<file path="config.mk">
export PLATFORM = sky130hd
export DESIGN_NAME = ram_sdp_param
export DESIGN_NICKNAME = d
export VERILOG_FILES = /design/src/rtl/ram_sdp_param.sv
export SDC_FILE = /design/constraint.sdc
export NUM_CORES = 1
export LEC_CHECK = 0
export CORE_MARGIN = 8
export CORE_UTILIZATION = 31
export DETAILED_ROUTE_END_ITERATION = 12
export DONT_BUFFER_PORTS = 1
export SYNTH_ARGS = -nofsm -noshare
export SYNTH_HDL_FRONTEND = slang
export SYNTH_SLANG_ARGS = --single-unit
</file>
<file path="constraint.sdc">
create_clock -name clk -period 6.7 [get_ports clk]
set_input_delay 1.34 -clock clk [delete_from_list [all_inputs] [get_ports clk]]
set_output_delay 1.34 -clock clk [all_outputs]
set_load 0.05 [all_outputs]
</file>
<file path="src/rtl/ram_sdp_param.sv">
// rtl/ram_sdp_param.sv - parametrised simple dual-port RAM with byte enables and clear sweep
// One write port, one read port, 1- or 2-cycle read latency, hardware zero-fill sequencer.

module ram_sdp_param #(
    parameter int DATA_WIDTH     = 8,
    parameter int ADDR_WIDTH     = 6,
    parameter int READ_LATENCY   = 1,
    parameter int RDW_MODE       = 0,
    parameter int CLEAR_ON_RESET = 1
) (
    input  logic                      clk,
    input  logic                      rst_n,
    input  logic                      clear,
    output logic                      busy,
    input  logic                      we,
    input  logic [DATA_WIDTH/8-1:0]   be,
    input  logic [ADDR_WIDTH-1:0]     write_addr,
    input  logic [DATA_WIDTH-1:0]     data_in,
    input  logic                      re,
    input  logic [ADDR_WIDTH-1:0]     read_addr,
    output logic [DATA_WIDTH-1:0]     data_out,
    output logic                      data_valid
);

    localparam int NUM_BYTES = DATA_WIDTH / 8;
    localparam int DEPTH     = 1 << ADDR_WIDTH;

    localparam logic [0:0] ST_IDLE  = 1'b0;
    localparam logic [0:0] ST_CLEAR = 1'b1;
    localparam logic [0:0] ST_RESET = (CLEAR_ON_RESET != 0) ? ST_CLEAR : ST_IDLE;

    logic [DATA_WIDTH-1:0] mem_q [DEPTH];

    logic [0:0]            state_q, state_d;
    logic [ADDR_WIDTH-1:0] clr_addr_q, clr_addr_d;
    logic                  idle;
    logic                  wr_en;
    logic                  rd_en;
    logic                  wr_hit;
    logic [DATA_WIDTH-1:0] rd_word;
    logic                  rd_v1_q;
    logic [DATA_WIDTH-1:0] rd_d1_q;

    // A clear sampled in IDLE pre-empts any write/read on the same edge.
    assign idle   = (state_q == ST_IDLE);
    assign wr_en  = idle && we && !clear;
    assign rd_en  = idle && re && !clear;
    assign wr_hit = wr_en && (write_addr == read_addr);
    assign busy   = (state_q == ST_CLEAR);

    always_comb begin
        state_d    = state_q;
        clr_addr_d = clr_addr_q;
        case (state_q)
            ST_IDLE: begin
                if (clear) begin
                    state_d    = ST_CLEAR;
                    clr_addr_d = '0;
                end
            end
            ST_CLEAR: begin
                clr_addr_d = clr_addr_q + 1'b1;
                if (clr_addr_q == {ADDR_WIDTH{1'b1}}) begin
                    state_d = ST_IDLE;
                end
            end
            default: begin
                state_d    = ST_IDLE;
                clr_addr_d = '0;
            end
        endcase
    end

    always_ff @(posedge clk or negedge rst_n) begin
        if (!rst_n) begin
            state_q    <= ST_RESET;
            clr_addr_q <= '0;
        end else begin
            state_q    <= state_d;
            clr_addr_q <= clr_addr_d;
        end
    end

    // Array has no reset; only the sweep or explicit writes change its contents.
    always_ff @(posedge clk) begin
        if (state_q == ST_CLEAR) begin
            mem_q[clr_addr_q] <= '0;
        end else if (wr_en) begin
            for (int i = 0; i < NUM_BYTES; i++) begin
                if (be[i]) begin
                    mem_q[write_addr][8*i +: 8] <= data_in[8*i +: 8];
                end
            end
        end
    end

    always_comb begin
        rd_word = mem_q[read_addr];
        if ((RDW_MODE != 0) && wr_hit) begin
            for (int i = 0; i < NUM_BYTES; i++) begin
                if (be[i]) begin
                    rd_word[8*i +: 8] = data_in[8*i +: 8];
                end
            end
        end
    end

    always_ff @(posedge clk or negedge rst_n) begin
        if (!rst_n) begin
            rd_v1_q <= 1'b0;
            rd_d1_q <= '0;
        end else begin
            rd_v1_q <= rd_en;
            if (rd_en) begin
                rd_d1_q <= rd_word;
            end
        end
    end

    // Second stage keeps running during a sweep so in-flight reads still complete.
    generate
        if (READ_LATENCY == 2) begin : g_lat2
            logic                  rd_v2_q;
            logic [DATA_WIDTH-1:0] rd_d2_q;

            always_ff @(posedge clk or negedge rst_n) begin
                if (!rst_n) begin
                    rd_v2_q <= 1'b0;
                    rd_d2_q <= '0;
                end else begin
                    rd_v2_q <= rd_v1_q;
                    if (rd_v1_q) begin
                        rd_d2_q <= rd_d1_q;
                    end
                end
            end

            assign data_out   = rd_d2_q;
            assign data_valid = rd_v2_q;
        end else begin : g_lat1
            assign data_out   = rd_d1_q;
            assign data_valid = rd_v1_q;
        end
    endgenerate

endmodule

</file>
==> metrics.md <==
| Metric | Value |
|---|---|
| Crit-path leading delay family | `simple AND/OR/NAND/NOR gates` |
| Flops & latches, synth | `about 530` |
| P_leak | `8.20 nW` |
| Kind of critical path | `in -> reg` |
| IO Pins | `36` |
| Max Freq | `roughly 270 MHz` |
| Setup Viol. Count Final | `0` |
| Row count | `95` |
| CP startpoint kind | `input port` |
| # hold bufs at CTS | `0` |
| Inst Count DP | `1955` |
| Avg WL per Cell | `between 20 and 25 um` |
| Final Cycle Share | `roughly 55%` |
| Final min period | `between 3000 and 4000 ps` |
| Clk slew on worst S/H paths | `approximately 60 ps` |
| Post-synth EDFFs | `512` |
| Top post-synthesis cells by area | `edfxtp_1 (74%), mux4_2 (7.8%), mux2i_1 (6.8%)` |
| Max stage delay on crit path | `about 730 ps` |
| CP dominant cell by count | `nor2_1` |
| Total core area | `66900 um2` |
| Register area share after synthesis | `75.7%` |
| Largest net degree at the start of global routing | `~190` |
| Final WL | `49400 um` |
| Router iterations before antenna repair | `5` |
| Worst EP required | `about 6900 ps` |
| Total setup buffers inserted after CTS | `0` |
| Worst slew pin tran | `approximately 1200 ps` |
| Most frequent cells in the layout | `edfxtp_1 (512), mux2i_1 (141), nor2_1 (77)` |
| CTS Buf Count | `53` |
| Clock buffer depth | `3` |
| Worst path slowest cell | `and3_1` |
| Final HPWL DP | `31200 um` |
| CP max FO | `26` |
| Setup TNS | `0 ps` |
| Final nets | `~1200` |
| Initial DRC Count | `986` |
| Crit end category | `register` |
| Area occupied by registers | `roughly 16000 um2` |
| Arrival @ worst endpoint | `a little under 4000 ps` |
| Max VDD drop | `roughly 210 uV` |
| Worst path cell trace | `nor2_1 > buf_4 > and3_1 > mux2i_1 > nand2_1 > nor2_1` |
| Syn avg cell area | `18.5 um2` |
| Placer Congestion | `between 0.7 and 0.8` |
| Clock Latency Late Sink | `600 ps` |
| Fin. max-slew vios | `0` |
| Max-cap violations | `0` |
| First-pass GRT wire length | `73000 um` |
| H-tree depth | `2` |
| ANT nets after route | `0` |
| Most common cell after layout, fill and taps aside | `edfxtp_1` |
| Drt drc | `0` |
| Asr flop ratio synth | `around 3.0%` |
| Post-Syn Area | `20800 um2` |
| Via Count | `approximately 10000` |
| Footprint of the multi-input gates | `~4800 um2` |
| Gates resized, CTS repair | `0` |
| Syn nets | `1154` |
| Ys flop type | `edfxtp_1` |
| Number of fillers in the final layout | `a little over 6000` |
| Syn Inst Count | `1127` |
| Status | `finished, final reports clean` |
| Port bufs | `0` |
| Unrepaired setup endpoints after global routing | `false` |
| Ys Warns | `0` |
| TritonCTS clock tree | `built` |
| # clock sinks | `approximately 530` |
| Fin. Hold Viols | `0` |
| Antenna violations before repair | `11` |
| Area delta synth->final | `12.5%` |
| Starting Density | `a little under a third` |
| Cell taking the most area after synthesis | `edfxtp_1` |
| Number of global-route vias before repair | `approximately 11000` |
| Horiz. Die Dim | `between 200 and 300 um` |
| Vias/cell | `about 5` |
| GRT Total Usage | `a little over an eighth` |
| Die footprint | `75800 um2` |
| Ratio of cells with drive above 1 in the final layout | `approximately 15%` |
| Root buffer cell | `clkbuf_16` |
| Pwr/cell area | `321 nW/um2` |
| Slew margin rel. | `between 10% and 20%` |
| Grt ovf | `0` |
| Worst path bufs/invs | `1` |
| Synth unique cells | `43` |
| Top-area cell type share of the netlist area | `between 70% and 80%` |
| Die Y-Extent | `275 um` |
| Clock skew | `between 10 and 15 ps` |
| HP Class | `in -> async` |
| Finished Layout Cells | `a little over 2000` |
-- path summary, 6_finish.rpt --
| check | startpoint | endpoint | slack, ps | cells after the start |
|---|---|---|---|---|
| max reg2reg | busy | mem_q[56][0] | 3080 | 6 |
| min | rst_n | data_out[6] | 430 | 0 |
| max | clear | mem_q[6][2] | 3020 | 6 |
| min in group clk | clr_addr_q[5] | busy | 600 | 1 |
| min reg2reg | clr_addr_q[5] | busy | 600 | 1 |
| max in group asynchronous | rst_n | busy | 6090 | 0 |
-- cell usage after synthesis (3+ instances only) --
master	n
a21oi_1	9
a22oi_1	68
a31oi_1	8
and2_1	9
buf_2	26
clkbuf_1	25
dfrtp_1	15
edfxtp_1	512
inv_1	5
mux2i_1	141
mux4_2	72
nand2_1	61
nand2b_1	3
nand3_1	15
nor2_1	78
nor2b_1	4
o21a_1	3
o21ai_0	25
o22ai_1	10
or3_1	3
-- layer usage --
layer | part of all wire, % | GRT usage, % | up-vias
met4 | 2.2 | 3.68 | 8
met5 | 0.11 | 0 | -
met3 | 10 | 5.14 | 88
li1 | - | - | 4568
met1 | 43 | 17.4 | 5403
met2 | 45 | 19.7 | 389
-- cell families after synthesis --
group | Yosys count | synth area share [%]
AOI/OAI and AO/OA | 135 | 4.38
adders and majority gates | 1 | 0.0600
buffers and inverters | 63 | 1.40
DFF | 528 | 75.7
muxes | 215 | 14.7
and+or+nand+nor | 185 | 3.83
-- area by class of cell --
type                            count  area share, %
Sequential cell                   528           67.2
Multi-Input combinational cell    536           20.4
Clock buffer                       68           5.93
Tap cell                          873           4.66
Clock inverter                     25           1.16
Timing Repair Buffer               13          0.416
Inverter                            5         0.0800
Antenna cell                        7         0.0747
-- sequential cells by signal, indices dropped and copies added (netlist names) --
| name | flops |
|---|---|
| data_valid | 1 |
| clr_addr_q | 6 |
| data_out | 8 |
| mem_q | 512 |
| busy | 1 |
-- through the flow --
stage	utilization [%]	setup slack, ps	power [mW]	hold WS (ps)	area [um2]
after floorplan	-	3220	4.47	505	20800
after global placement	32.5	2550	4.70	559	21800
final	35.1	3020	7.53	434	23500
after CTS	35.0	3090	7.57	396	23400
after detailed placement	32.5	2450	4.72	577	21800
after global routing	35.0	2830	7.78	399	23500
-- worst register-to-register path, cell delays in order, from the launching register on --
cell	delay, ps
dfstp_2	850
nor2_1	130
buf_4	200
and3_1	470
o31ai_1	390
nand2_1	430
nor2_1	770
-- power by group --
part	internal (mW)	switching, mW
combinational	0.202	0.464
clock	1.66	1.21
sequential	3.80	0.199
Power figures use the tool's default switching activity.
